File: config.mk
export PLATFORM = sky130hd
export DESIGN_NAME = mem_wb_pipe_flat
export DESIGN_NICKNAME = d
export VERILOG_FILES = /design/src/rtl/mem_wb_if.sv /design/src/rtl/mem_wb_pipe.sv /design/src/flat_wrapper.sv
export SDC_FILE = /design/constraint.sdc
export NUM_CORES = 1
export LEC_CHECK = 0
export CORE_UTILIZATION = 38
export DETAILED_ROUTE_END_ITERATION = 6
export GPL_TIMING_DRIVEN = 0
export PLACE_DENSITY = 0.87
export SETUP_SLACK_MARGIN = 0.15
export SYNTH_ARGS = -nofsm -noshare
export SYNTH_HDL_FRONTEND = slang
export SYNTH_SLANG_ARGS = --single-unit
File: constraint.sdc
create_clock -name clk -period 7.27 [get_ports clk]
set_input_delay 1.0905 -clock clk [delete_from_list [all_inputs] [get_ports clk]]
set_output_delay 1.0905 -clock clk [all_outputs]
set_load 0.02 [all_outputs]
File: src/rtl/mem_wb_if.sv
// mem_wb_if: bundle of the stage-boundary signals used by mem_wb_pipe.
//
// Parameters:
//   DATA_W : data bundle width
//   CTRL_W : control bundle width
//   OCC_W  : occupancy count width
//
// Signals (driven by the upstream stage = master):
//   stall, flush, valid_in, data_in[DATA_W], ctrl_in[CTRL_W]
// Signals (driven by the pipe = slave):
//   valid_out, data_out[DATA_W], ctrl_out[CTRL_W], occ_out[OCC_W]
//   stall_cnt[32], flush_cnt[32]  (only when MEM_WB_PERF_EN is defined)
interface mem_wb_if #(
    parameter int DATA_W = 69,
    parameter int CTRL_W = 2,
    parameter int OCC_W  = 3
);
    logic              stall;
    logic              flush;
    logic              valid_in;
    logic [DATA_W-1:0] data_in;
    logic [CTRL_W-1:0] ctrl_in;
    logic              valid_out;
    logic [DATA_W-1:0] data_out;
    logic [CTRL_W-1:0] ctrl_out;
    logic [OCC_W-1:0]  occ_out;
`ifdef MEM_WB_PERF_EN
    logic [31:0]       stall_cnt;
    logic [31:0]       flush_cnt;
`endif

    modport master (
        output stall, flush, valid_in, data_in, ctrl_in,
`ifdef MEM_WB_PERF_EN
        input  stall_cnt, flush_cnt,
`endif
        input  valid_out, data_out, ctrl_out, occ_out
    );

    modport slave (
        input  stall, flush, valid_in, data_in, ctrl_in,
`ifdef MEM_WB_PERF_EN
        output stall_cnt, flush_cnt,
`endif
        output valid_out, data_out, ctrl_out, occ_out
    );
endinterface

File: src/rtl/mem_wb_pipe.sv
// mem_wb_pipe: parametrised inter-stage pipeline register (MEM->WB and similar).
// Carries a data and a control bundle through STAGES register slices with a
// per-slice valid bit, stall (hold), flush (bubble insert) and an occupancy
// count. Control bits are zero in any slice that holds a bubble.
//
// Optional feature macro: MEM_WB_PERF_EN adds saturating 32-bit stall/flush
// cycle counters (bus.stall_cnt, bus.flush_cnt).
//
// Ports:
//   clk   : rising-edge clock
//   reset : synchronous, active-low reset
//   bus   : mem_wb_if.slave (stall, flush, valid_in, data_in, ctrl_in in;
//           valid_out, data_out, ctrl_out, occ_out [, stall_cnt, flush_cnt] out)
module mem_wb_pipe #(
    parameter int DATA_W = 69,
    parameter int CTRL_W = 2,
    parameter int STAGES = 1,
    parameter int OCC_W  = 3
) (
    input  logic     clk,
    input  logic     reset,
    mem_wb_if.slave  bus
);

    generate
        if (STAGES < 1 || STAGES > 4) begin : g_bad_stages
            $error("mem_wb_pipe: STAGES must be in 1..4");
        end
        if ((1 << OCC_W) <= STAGES) begin : g_bad_occ_w
            $error("mem_wb_pipe: OCC_W too narrow for STAGES");
        end
    endgenerate

    function automatic logic [OCC_W-1:0] popcount(input logic [STAGES-1:0] vec);
        logic [OCC_W-1:0] cnt;
        cnt = '0;
        for (int i = 0; i < STAGES; i++) begin
            cnt = cnt + OCC_W'(vec[i]);
        end
        return cnt;
    endfunction

    logic [STAGES-1:0] v;
    logic [STAGES-1:0] v_next;
    logic [CTRL_W-1:0] c [STAGES];
    logic [DATA_W-1:0] d [STAGES];
    logic [OCC_W-1:0]  occ;

    // Next valid vector is computed once so occupancy can be registered on the
    // same edge as the valid bits without a separate counter.
    always_comb begin
        v_next = v;
        if (!reset || bus.flush) begin
            v_next = '0;
        end else if (!bus.stall) begin
            v_next[0] = bus.valid_in;
            for (int k = 1; k < STAGES; k++) begin
                v_next[k] = v[k-1];
            end
        end
    end

    always_ff @(posedge clk) begin
        v   <= v_next;
        occ <= popcount(v_next);
    end

    // Flush clears control only; data is left in place since it is
    // meaningless without its valid bit.
    always_ff @(posedge clk) begin
        if (!reset) begin
            for (int k = 0; k < STAGES; k++) begin
                c[k] <= '0;
                d[k] <= '0;
            end
        end else if (bus.flush) begin
            for (int k = 0; k < STAGES; k++) begin
                c[k] <= '0;
            end
        end else if (!bus.stall) begin
            c[0] <= bus.valid_in ? bus.ctrl_in : '0;
            d[0] <= bus.data_in;
            for (int k = 1; k < STAGES; k++) begin
                c[k] <= c[k-1];
                d[k] <= d[k-1];
            end
        end
    end

    assign bus.valid_out = v[STAGES-1];
    assign bus.ctrl_out  = c[STAGES-1];
    assign bus.data_out  = d[STAGES-1];
    assign bus.occ_out   = occ;

`ifdef MEM_WB_PERF_EN
    function automatic logic [31:0] sat_inc(input logic [31:0] x);
        return (x == 32'hFFFF_FFFF) ? x : x + 32'd1;
    endfunction

    logic [31:0] stall_cnt_r;
    logic [31:0] flush_cnt_r;

    // A cycle with both stall and flush counts only as a flush.
    always_ff @(posedge clk) begin
        if (!reset) begin
            stall_cnt_r <= '0;
            flush_cnt_r <= '0;
        end else if (bus.flush) begin
            flush_cnt_r <= sat_inc(flush_cnt_r);
        end else if (bus.stall) begin
            stall_cnt_r <= sat_inc(stall_cnt_r);
        end
    end

    assign bus.stall_cnt = stall_cnt_r;
    assign bus.flush_cnt = flush_cnt_r;
`endif

endmodule
File: src/flat_wrapper.sv
// flat-port wrapper written by rule: the top's interface ports become plain ports
module mem_wb_pipe_flat 
#(
    parameter int DATA_W = 69,
    parameter int CTRL_W = 2,
    parameter int STAGES = 1,
    parameter int OCC_W  = 3
)
  (clk, reset, bus_stall, bus_flush, bus_valid_in, bus_data_in, bus_ctrl_in, bus_valid_out, bus_data_out, bus_ctrl_out, bus_occ_out);
  mem_wb_if #(.DATA_W(DATA_W), .CTRL_W(CTRL_W), .OCC_W(OCC_W)) bus_i ();
  input  logic clk;
  input  logic reset;
  input wire logic [$bits(bus_i.stall)-1:0] bus_stall;
  input wire logic [$bits(bus_i.flush)-1:0] bus_flush;
  input wire logic [$bits(bus_i.valid_in)-1:0] bus_valid_in;
  input wire logic [$bits(bus_i.data_in)-1:0] bus_data_in;
  input wire logic [$bits(bus_i.ctrl_in)-1:0] bus_ctrl_in;
  output wire logic [$bits(bus_i.valid_out)-1:0] bus_valid_out;
  output wire logic [$bits(bus_i.data_out)-1:0] bus_data_out;
  output wire logic [$bits(bus_i.ctrl_out)-1:0] bus_ctrl_out;
  output wire logic [$bits(bus_i.occ_out)-1:0] bus_occ_out;
  assign bus_i.stall = bus_stall;
  assign bus_i.flush = bus_flush;
  assign bus_i.valid_in = bus_valid_in;
  assign bus_i.data_in = bus_data_in;
  assign bus_i.ctrl_in = bus_ctrl_in;
  assign bus_valid_out = bus_i.valid_out;
  assign bus_data_out = bus_i.data_out;
  assign bus_ctrl_out = bus_i.ctrl_out;
  assign bus_occ_out = bus_i.occ_out;
  mem_wb_pipe #(.DATA_W(DATA_W), .CTRL_W(CTRL_W), .STAGES(STAGES), .OCC_W(OCC_W)) u_core (.clk(clk), .reset(reset), .bus(bus_i));
endmodule
==> flow_metrics.tcl, run 1 <==
set metrics [dict create \
    status "completed" \
    synth_compound_area_frac 0.00183 \
    area_delta_synth_final_pct 67.8 \
    critPathMaxStageDelay_ps 570 \
    crit_required_ps 7300 \
    fp.dieH_um 86.7 \
    cp_slowest_cell "clkdlybuf4s50_1" \
    combPwrFrac 0.182 \
    period_share 0.369 \
    dp_slack_ps 4210 \
    grt_pass1_wl_mm 8.58 \
    p_seq_frac 0.514 \
    grt_pass1_vias 1800 \
    netlist_instances 160 \
    clk_pin_slew_ps 70 \
    synth_fa_ha_area_frac 0 \
    hp-class "register to register" \
    worstSkewPairLatency_ps 320 \
    power_mw 0.969 \
    synthesis.area_sq_mm 0.00273 \
    cts.sinks 72 \
    max_freq_mhz 373 \
    fin_cells 423 \
    fp.dieW_um 86.7 \
    n_fill_cell 483 \
    synth_simple_gate_area_frac 0.179 \
    cp-start-kind "input port" \
    placed_cell_area_sq_mm 0.00439 \
    place_congestion 0.698 \
    drt-total-wl_mm 5.83 \
    seq_area_sq_mm 0.00215 \
    die_area_sq_mm 0.00752 \
    netlist.top_cell.by_area "edfxtp_1" \
    wl_per_cell_um 13.8 \
    place_inst 407 \
    drive_gt1_frac 0.0856 \
    fin_area_sq_mm 0.00458 \
    cts-root-buf "clkbuf_8" \
    ys_seq_area_frac 0.789 \
    pin_count 151 \
    cp_cell_sequence "clkdlybuf4s50_1 > o21ai_4 > buf_12 > buf_16" \
    tightest_slew_ps 567 \
    netlist_top_cells_area "edfxtp_1 (78%), and2_1 (16%), clkbuf_2 (0.92%), buf_4 (0.83%), buf_6 (0.83%)" \
    yosysTopAreaCellShare 0.781 \
    via_per_inst 4.22 \
    nets 398 \
    synth_xor_area_frac 0 \
    swShare 0.232 \
    hold_slack_ps 563 \
    antennaDiodeCount 0 \
    drt_iter0_markers 41 \
    cp-end-kind "register" \
    postCtsHoldBufs 0 \
    synth_mux_area_frac 0.00367 \
    antenna_found_initial 0 \
    synthFlopType "edfxtp_1" \
    port_buffers 148 \
    power.internal_mw 0.744 \
    cts_tree "yes" \
    firstDrtPassIters 4 \
    cts_resized 0 \
    fin_skew_ps 0 \
    pwr-share-clk 0.304 \
    crit_path_max_fanout 30 \
    setup_viol 0 \
    drc 0 \
    cts_buffers 9 \
    num_rows 30 \
    ys_types 13 \
    hold_viol_final 0 \
    synth_edf_count 71 \
    vias 1785 \
    netlist_top_cells_count "and2_1 (71), edfxtp_1 (71), clkbuf_2 (5)" \
    core_area_sq_mm 0.00687 \
    place_hpwl_mm 4.56 \
    synthArstFlopShare 0 \
    overflow 0 \
    fin_ws_ps 4590 \
    ys.warnings.count 0 \
    rsz0062_at_grt "no" \
    initial_core_util 0.397 \
    synth_top_family_by_area "simple AND/OR/NAND/NOR gates" \
    power_density_mw_per_mm2 212 \
    slew_viol_final 0 \
    grt_max_degree 31 \
    drv.max_cap_violation_count 0 \
    route.antenna.remaining_nets 0 \
    clk_path_buf_depth 2 \
    ir_worst_vdd_uv 99.4 \
    arrival_ps 2720 \
    avgSynthCellArea_sq_um 17.1 \
    p_sw_mw 0.225 \
    synth_seq_cells 72 \
    htreeDepth 3 \
    multi_input_area_sq_um 522 \
    grt_usage 0.159 \
    relSlewSlack 0.621 \
    crit_type "input port to register" \
    final.min_clock_period_ps 2680 \
    p_leak_nw 1.70 \
    post-cts-setup-buffers 0 \
]
## path summary, 6_finish.rpt
check | to | depth (start not counted) | from | slack [ps]
setup / recovery | u_core.d[0][68] | 4 | bus_stall | 4590
hold reg to reg | u_core.bus.occ_out[0] | 2 | u_core.bus.occ_out[0] | 560
hold / removal | u_core.bus.occ_out[0] | 2 | u_core.bus.occ_out[0] | 560
setup reg to reg | u_core.bus.occ_out[0] | 2 | u_core.bus.occ_out[0] | 6570
## cell families after synthesis
| group | Yosys count |
|---|---|
| simple gates | 75 |
| flops | 72 |
| buf+inv | 10 |
| compound gates | 1 |
| mux | 1 |
| other cells | 1 |
## flip-flops by register name, indices dropped and copies added, names as in the netlist
register	count
u_core.bus.occ_out	1
u_core.c	2
u_core.d	69
## layout by cell type (no fill, tap or decap), types with 2 or more instances in the layout
master             n
clkdlybuf4s50_1  148
and2_1            71
edfxtp_1          71
clkbuf_8           9
clkbuf_2           5
buf_4              3
buf_6              2
conb_1             2
clkinv_1           2
clkinvlp_4         2
clkinv_2           2
## layer usage
| metal | vias to the layer above | share of wire | track usage |
|---|---|---|---|
| li1 | 876 | - | - |
| met1 | 811 | 0.34 | 0.151 |
| met2 | 90 | 0.56 | 0.294 |
| met3 | 8 | 0.081 | 0.0600 |
| met4 | 0 | 0.015 | 0.0864 |
| met5 | - | 0 | 0 |
## through the flow
step | utilization | TNS [ps]
3_5_place_dp | 0.640 | 0
2_1_floorplan | - | 0
3_3_place_gp | 0.631 | -105550
6_report | 0.667 | 0
4_1_cts | 0.667 | 0
5_1_grt | 0.667 | 0
## area by class of cell
| type | count | share of cell area |
|---|---|---|
| buffer | 10 | 0.0153 |
| clock buffer | 9 | 0.0270 |
| clock inverter | 7 | 0.0137 |
| multi-input combinational | 79 | 0.114 |
| sequential | 72 | 0.470 |
| tap | 96 | 0.0262 |
| timing repair buffer | 150 | 0.334 |
## power by group through the flow
stage                     Clock, mW  Combinational, mW  Sequential [mW]
after floorplan                   0             0.0204            0.557
after global placement            0              0.171            0.513
after detailed placement          0              0.178            0.508
after CTS                     0.305              0.178            0.499
after global routing          0.323              0.185            0.502
final                         0.294              0.177            0.498
## worst max-delay path, delay by kind of cell
| family | cells | cell delay (ps) |
|---|---|---|
| compound gates | 1 | 560 |
| buf+inv | 3 | 1060 |
Power figures use the tool's default switching activity.
==> run 2: changes to the inputs <==
==> constraint.sdc (replaced) <==
create_clock -name clk -period 2.6 [get_ports clk]
set_input_delay 0.39 -clock clk [delete_from_list [all_inputs] [get_ports clk]]
set_output_delay 0.39 -clock clk [all_outputs]
set_load 0.02 [all_outputs]
==> flow_metrics.tcl, run 2 (synthesis gave the netlist of run 1 again) <==
set metrics [dict create \
    post-cts-setup-buffers 0 \
    cts_resized 0 \
    p_leak_nw 1.68 \
    crit_path_max_fanout 29 \
    period_share 0.765 \
    status "completed" \
    via_per_inst 4.18 \
    grt_pass1_wl_mm 8.22 \
    htreeDepth 3 \
    endpoint "u_core.d[0][65]" \
    route.antenna.remaining_nets 0 \
    hp-class "register to register" \
    n_fill_cell 481 \
    fin_skew_ps 0 \
    fp.dieW_um 86.7 \
    ff2ff_setup_slack_ps 1900 \
    nets 398 \
    drt-total-wl_mm 5.58 \
    cts_tree "yes" \
    num_rows 30 \
    fp.dieH_um 86.7 \
    overflow 0 \
    pin_count 151 \
    clk_path_buf_depth 2 \
    place_congestion 0.669 \
    drv.max_cap_violation_count 0 \
    seq_area_sq_mm 0.00215 \
    wl_per_cell_um 13.2 \
    port_buffers 148 \
    postCtsHoldBufs 0 \
    r2r-start "u_core.bus.occ_out[0]" \
    regMostFlops "u_core.d" \
    cts_buffers 9 \
    hold_slack_ps 572 \
    cp-start-kind "input port" \
    final_common_cell "clkdlybuf4s50_1" \
    max_freq_mhz 503 \
    antennaDiodeCount 0 \
    ir_worst_vdd_uv 322 \
    final.min_clock_period_ps 1990 \
    hold_viol_final 0 \
    drt_iter0_markers 52 \
    slew_viol_final 0 \
    cts.sinks 72 \
    multi_input_area_sq_um 522 \
    clk_pin_slew_ps 70 \
    place_hpwl_mm 4.34 \
    power_density_mw_per_mm2 570 \
    reg2reg_to "u_core.bus.occ_out[0]" \
    largest_reg_flops 69 \
    drive_gt1_frac 0.0798 \
    area_delta_synth_final_pct 66.3 \
    power_mw 2.59 \
    grt_max_degree 30 \
    worstSkewPairLatency_ps 320 \
    vias 1763 \
    relSlewSlack 0.599 \
    min-delay-start "u_core.bus.occ_out[0]" \
    cp-end-kind "register" \
    initial_core_util 0.397 \
    grt_pass1_vias 1640 \
    setup_viol 0 \
    arrival_ps 2010 \
    tightest_slew_ps 599 \
    final_cell_mix "clkdlybuf4s50_1 (148), and2_1 (71), edfxtp_1 (71)" \
    cts-root-buf "clkbuf_8" \
    firstDrtPassIters 4 \
    core_area_sq_mm 0.00687 \
    rsz0062_at_grt "no" \
    grt_usage 0.151 \
    r2r_cells 2 \
    crit_required_ps 2620 \
    antenna_found_initial 0 \
    drc 0 \
    startpoint "bus_stall" \
    die_area_sq_mm 0.00752 \
    crit_type "input port to register" \
]
[run 2: cell count changes in the layout (fill, tap and decap cells not counted)]
cell        change
clkbuf_1        +1
buf_12          +1
clkinvlp_4      -1
bufinv_16       -1
buf_16          -1
[run 2: how the worst min path moves through the flow]
stage / to / slack (ps) / depth (start not counted)
after floorplan: u_core.bus.occ_out[0] / 470 / 1
after global placement: u_core.bus.occ_out[0] / 540 / 2
after global routing: u_core.bus.occ_out[0] / 620 / 2
after CTS: u_core.bus.occ_out[0] / 570 / 2
final: u_core.bus.occ_out[0] / 570 / 2
after detailed placement: u_core.bus.occ_out[0] / 560 / 2
[run 2: final cells by class]
class	instances	area share
sequential	72	0.474
timing repair buffer	150	0.335
multi-input combinational	79	0.115
clock buffer	10	0.0281
tap	96	0.0265
buffer	10	0.0154
clock inverter	5	0.00551
[run 2: worst max-delay path, stage by stage]
cell             delay (ps)
clkdlybuf4s50_1         560
o21ai_4                 570
buf_12                  260
buf_12                  210
[run 2: power breakdown]
| group | internal [mW] | switching [mW] |
|---|---|---|
| logic | 0.275 | 0.215 |
| registers | 1.37 | 0.0232 |
| clock network | 0.331 | 0.369 |
| total | 1.98 | 0.608 |
[run 2: routing by layer]
layer,share of wire,global-route usage,up-vias
met5,0,0,-
met4,0.011,0.0621,0
met3,0.078,0.0543,7
met2,0.55,0.266,93
met1,0.36,0.166,785
li1,-,-,878
[run 2: per-stage QoR]
stage	setup WS [ps]	util	TNS [ps]	instance area [sq um]	cells
finish	611	0.661	0	4540	422
global route	527	0.661	0	4540	422
floorplan	636	-	0	2740	161
detailed placement	251	0.638	0	4390	407
CTS	613	0.661	0	4540	422
global placement	-366	0.633	-25070	4350	405
==> run 3: changes to the inputs <==
==> constraint.sdc (replaced) <==
create_clock -name clk -period 1.87 [get_ports clk]
set_input_delay 0.2805 -clock clk [delete_from_list [all_inputs] [get_ports clk]]
set_output_delay 0.2805 -clock clk [all_outputs]
set_load 0.02 [all_outputs]
==> flow_metrics.tcl, run 3 (synthesis gave the netlist of run 1 again) <==
set metrics [dict create \
    status "completed" \
    power_density_mw_per_mm2 792 \
    drive_gt1_frac 0.0826 \
    wl_per_cell_um 13.3 \
    period_share 0.893 \
    p_leak_nw 1.69 \
    cts.sinks 72 \
    firstDrtPassIters 4 \
    place_inst 407 \
    crit_family "buffers and inverters" \
    arrival_ps 1390 \
    setup_viol 0 \
    ff2ff_setup_slack_ps 1170 \
    final.min_clock_period_ps 1670 \
    max_freq_mhz 599 \
    cts_resized 0 \
    fp.dieH_um 86.7 \
    cts_tree "yes" \
    crit_required_ps 1590 \
    path_buf_inv 2 \
    regMostFlops "u_core.d" \
    final_common_cell "clkdlybuf4s50_1" \
    antennaDiodeCount 0 \
    vias 1782 \
    dp_slack_ps -369 \
    nets 399 \
    drv.max_cap_violation_count 0 \
    ir_worst_vdd_uv 447 \
    startpoint "u_core.bus.occ_out[0]" \
    route.antenna.remaining_nets 0 \
    fin_skew_ps 0 \
    drt_iter0_markers 47 \
    endpoint "bus_occ_out[0]" \
    fin_cells 423 \
    cp_slowest_cell "clkdlybuf4s50_1" \
    reg2reg_to "u_core.bus.occ_out[0]" \
    crit_type "register to output pin" \
    clk_pin_slew_ps 70 \
    grt_pass1_vias 1644 \
    power_mw 3.60 \
    grt_pass1_wl_mm 8.25 \
    largest_reg_flops 69 \
    cp-end-kind "output pin" \
    cts-root-buf "clkbuf_8" \
    fin_ws_ps 200 \
    r2r-start "u_core.bus.occ_out[0]" \
    worstSkewPairLatency_ps 320 \
    hp-class "register to register" \
    cts_buffers 9 \
    area_delta_synth_final_pct 66.6 \
    drc 0 \
    grt_usage 0.152 \
    rsz0062_at_grt "no" \
    pin_count 151 \
    place_hpwl_mm 4.34 \
    worst-path-stages 2 \
    place_congestion 0.669 \
    antenna_found_initial 0 \
    die_area_sq_mm 0.00752 \
    critPathMaxStageDelay_ps 580 \
    initial_core_util 0.397 \
    htreeDepth 3 \
    crit_path_max_fanout 3 \
    cp-start-kind "register" \
    r2r_cells 2 \
    core_area_sq_mm 0.00687 \
    num_rows 30 \
    via_per_inst 4.21 \
    grt_max_degree 30 \
    clk_path_buf_depth 2 \
    final_cell_mix "clkdlybuf4s50_1 (148), and2_1 (71), edfxtp_1 (71)" \
    drt-total-wl_mm 5.61 \
    cp_cell_sequence "buf_4 > clkdlybuf4s50_1" \
    slew_viol_final 0 \
    hold_viol_final 0 \
    fp.dieW_um 86.7 \
    timing.setup.tns_ps 0 \
    port_buffers 148 \
    overflow 0 \
]
## run 3: cell count changes in the layout (fill, tap and decap cells not counted), sizes merged
cell	previous run	this run
buf	7	8
## run 3: worst min-delay path: stages, from the launching register on
cell and delay (ps):
dfxtp_1 330, mux2i_1 130, nor3b_1 60
## run 3: what timing repair did
action | 4_1_cts | 5_1_grt
setup endpoints to repair | 29 | 0
hold buffers | 0 | 0
buffers inserted | 1 | 0
## run 3: per-layer routing
layer	share of wire	track usage	up-vias
li1	-	-	878
met4	0.013	0.0621	0
met5	0	0	-
met3	0.077	0.0543	9
met1	0.37	0.167	800
met2	0.54	0.266	95
## run 3: worst min-delay path by stage
stage	from	end	slack [ps]	depth (start not counted)
6_report	u_core.bus.occ_out[0]	u_core.bus.occ_out[0]	570	2
5_1_grt	bus_data_in[41]	u_core.d[0][41]	590	2
4_1_cts	u_core.bus.occ_out[0]	u_core.bus.occ_out[0]	570	2
3_5_place_dp	u_core.bus.occ_out[0]	u_core.bus.occ_out[0]	560	2
3_3_place_gp	u_core.bus.occ_out[0]	u_core.bus.occ_out[0]	540	2
2_1_floorplan	bus_flush	u_core.bus.occ_out[0]	360	1
## run 3: per-stage QoR
step            util  area, sq um  hold WS [ps]
3_3_place_gp   0.633         4350           538
6_report       0.662         4550           572
3_5_place_dp   0.638         4390           559
5_1_grt        0.662         4550           589
4_1_cts        0.662         4550           574
2_1_floorplan      -         2740           357
## run 3: final cells by class
type	count	area (sq um)
flip-flops and latches	72	2150
plain buffers	10	70.1
multi-input cells	79	522
clock inverters	5	25.0
repair buffers	151	1530
well taps	96	120
clock buffers	10	128
fillers	481	2320
## run 3: power breakdown
group          internal [mW]  leakage, nW  switching [mW]  total [mW]
logic                  0.385        0.879           0.300       0.684
registers               1.91        0.733          0.0326        1.94
clock network          0.461       0.0770           0.516       0.976
total                   2.75         1.69           0.848        3.60
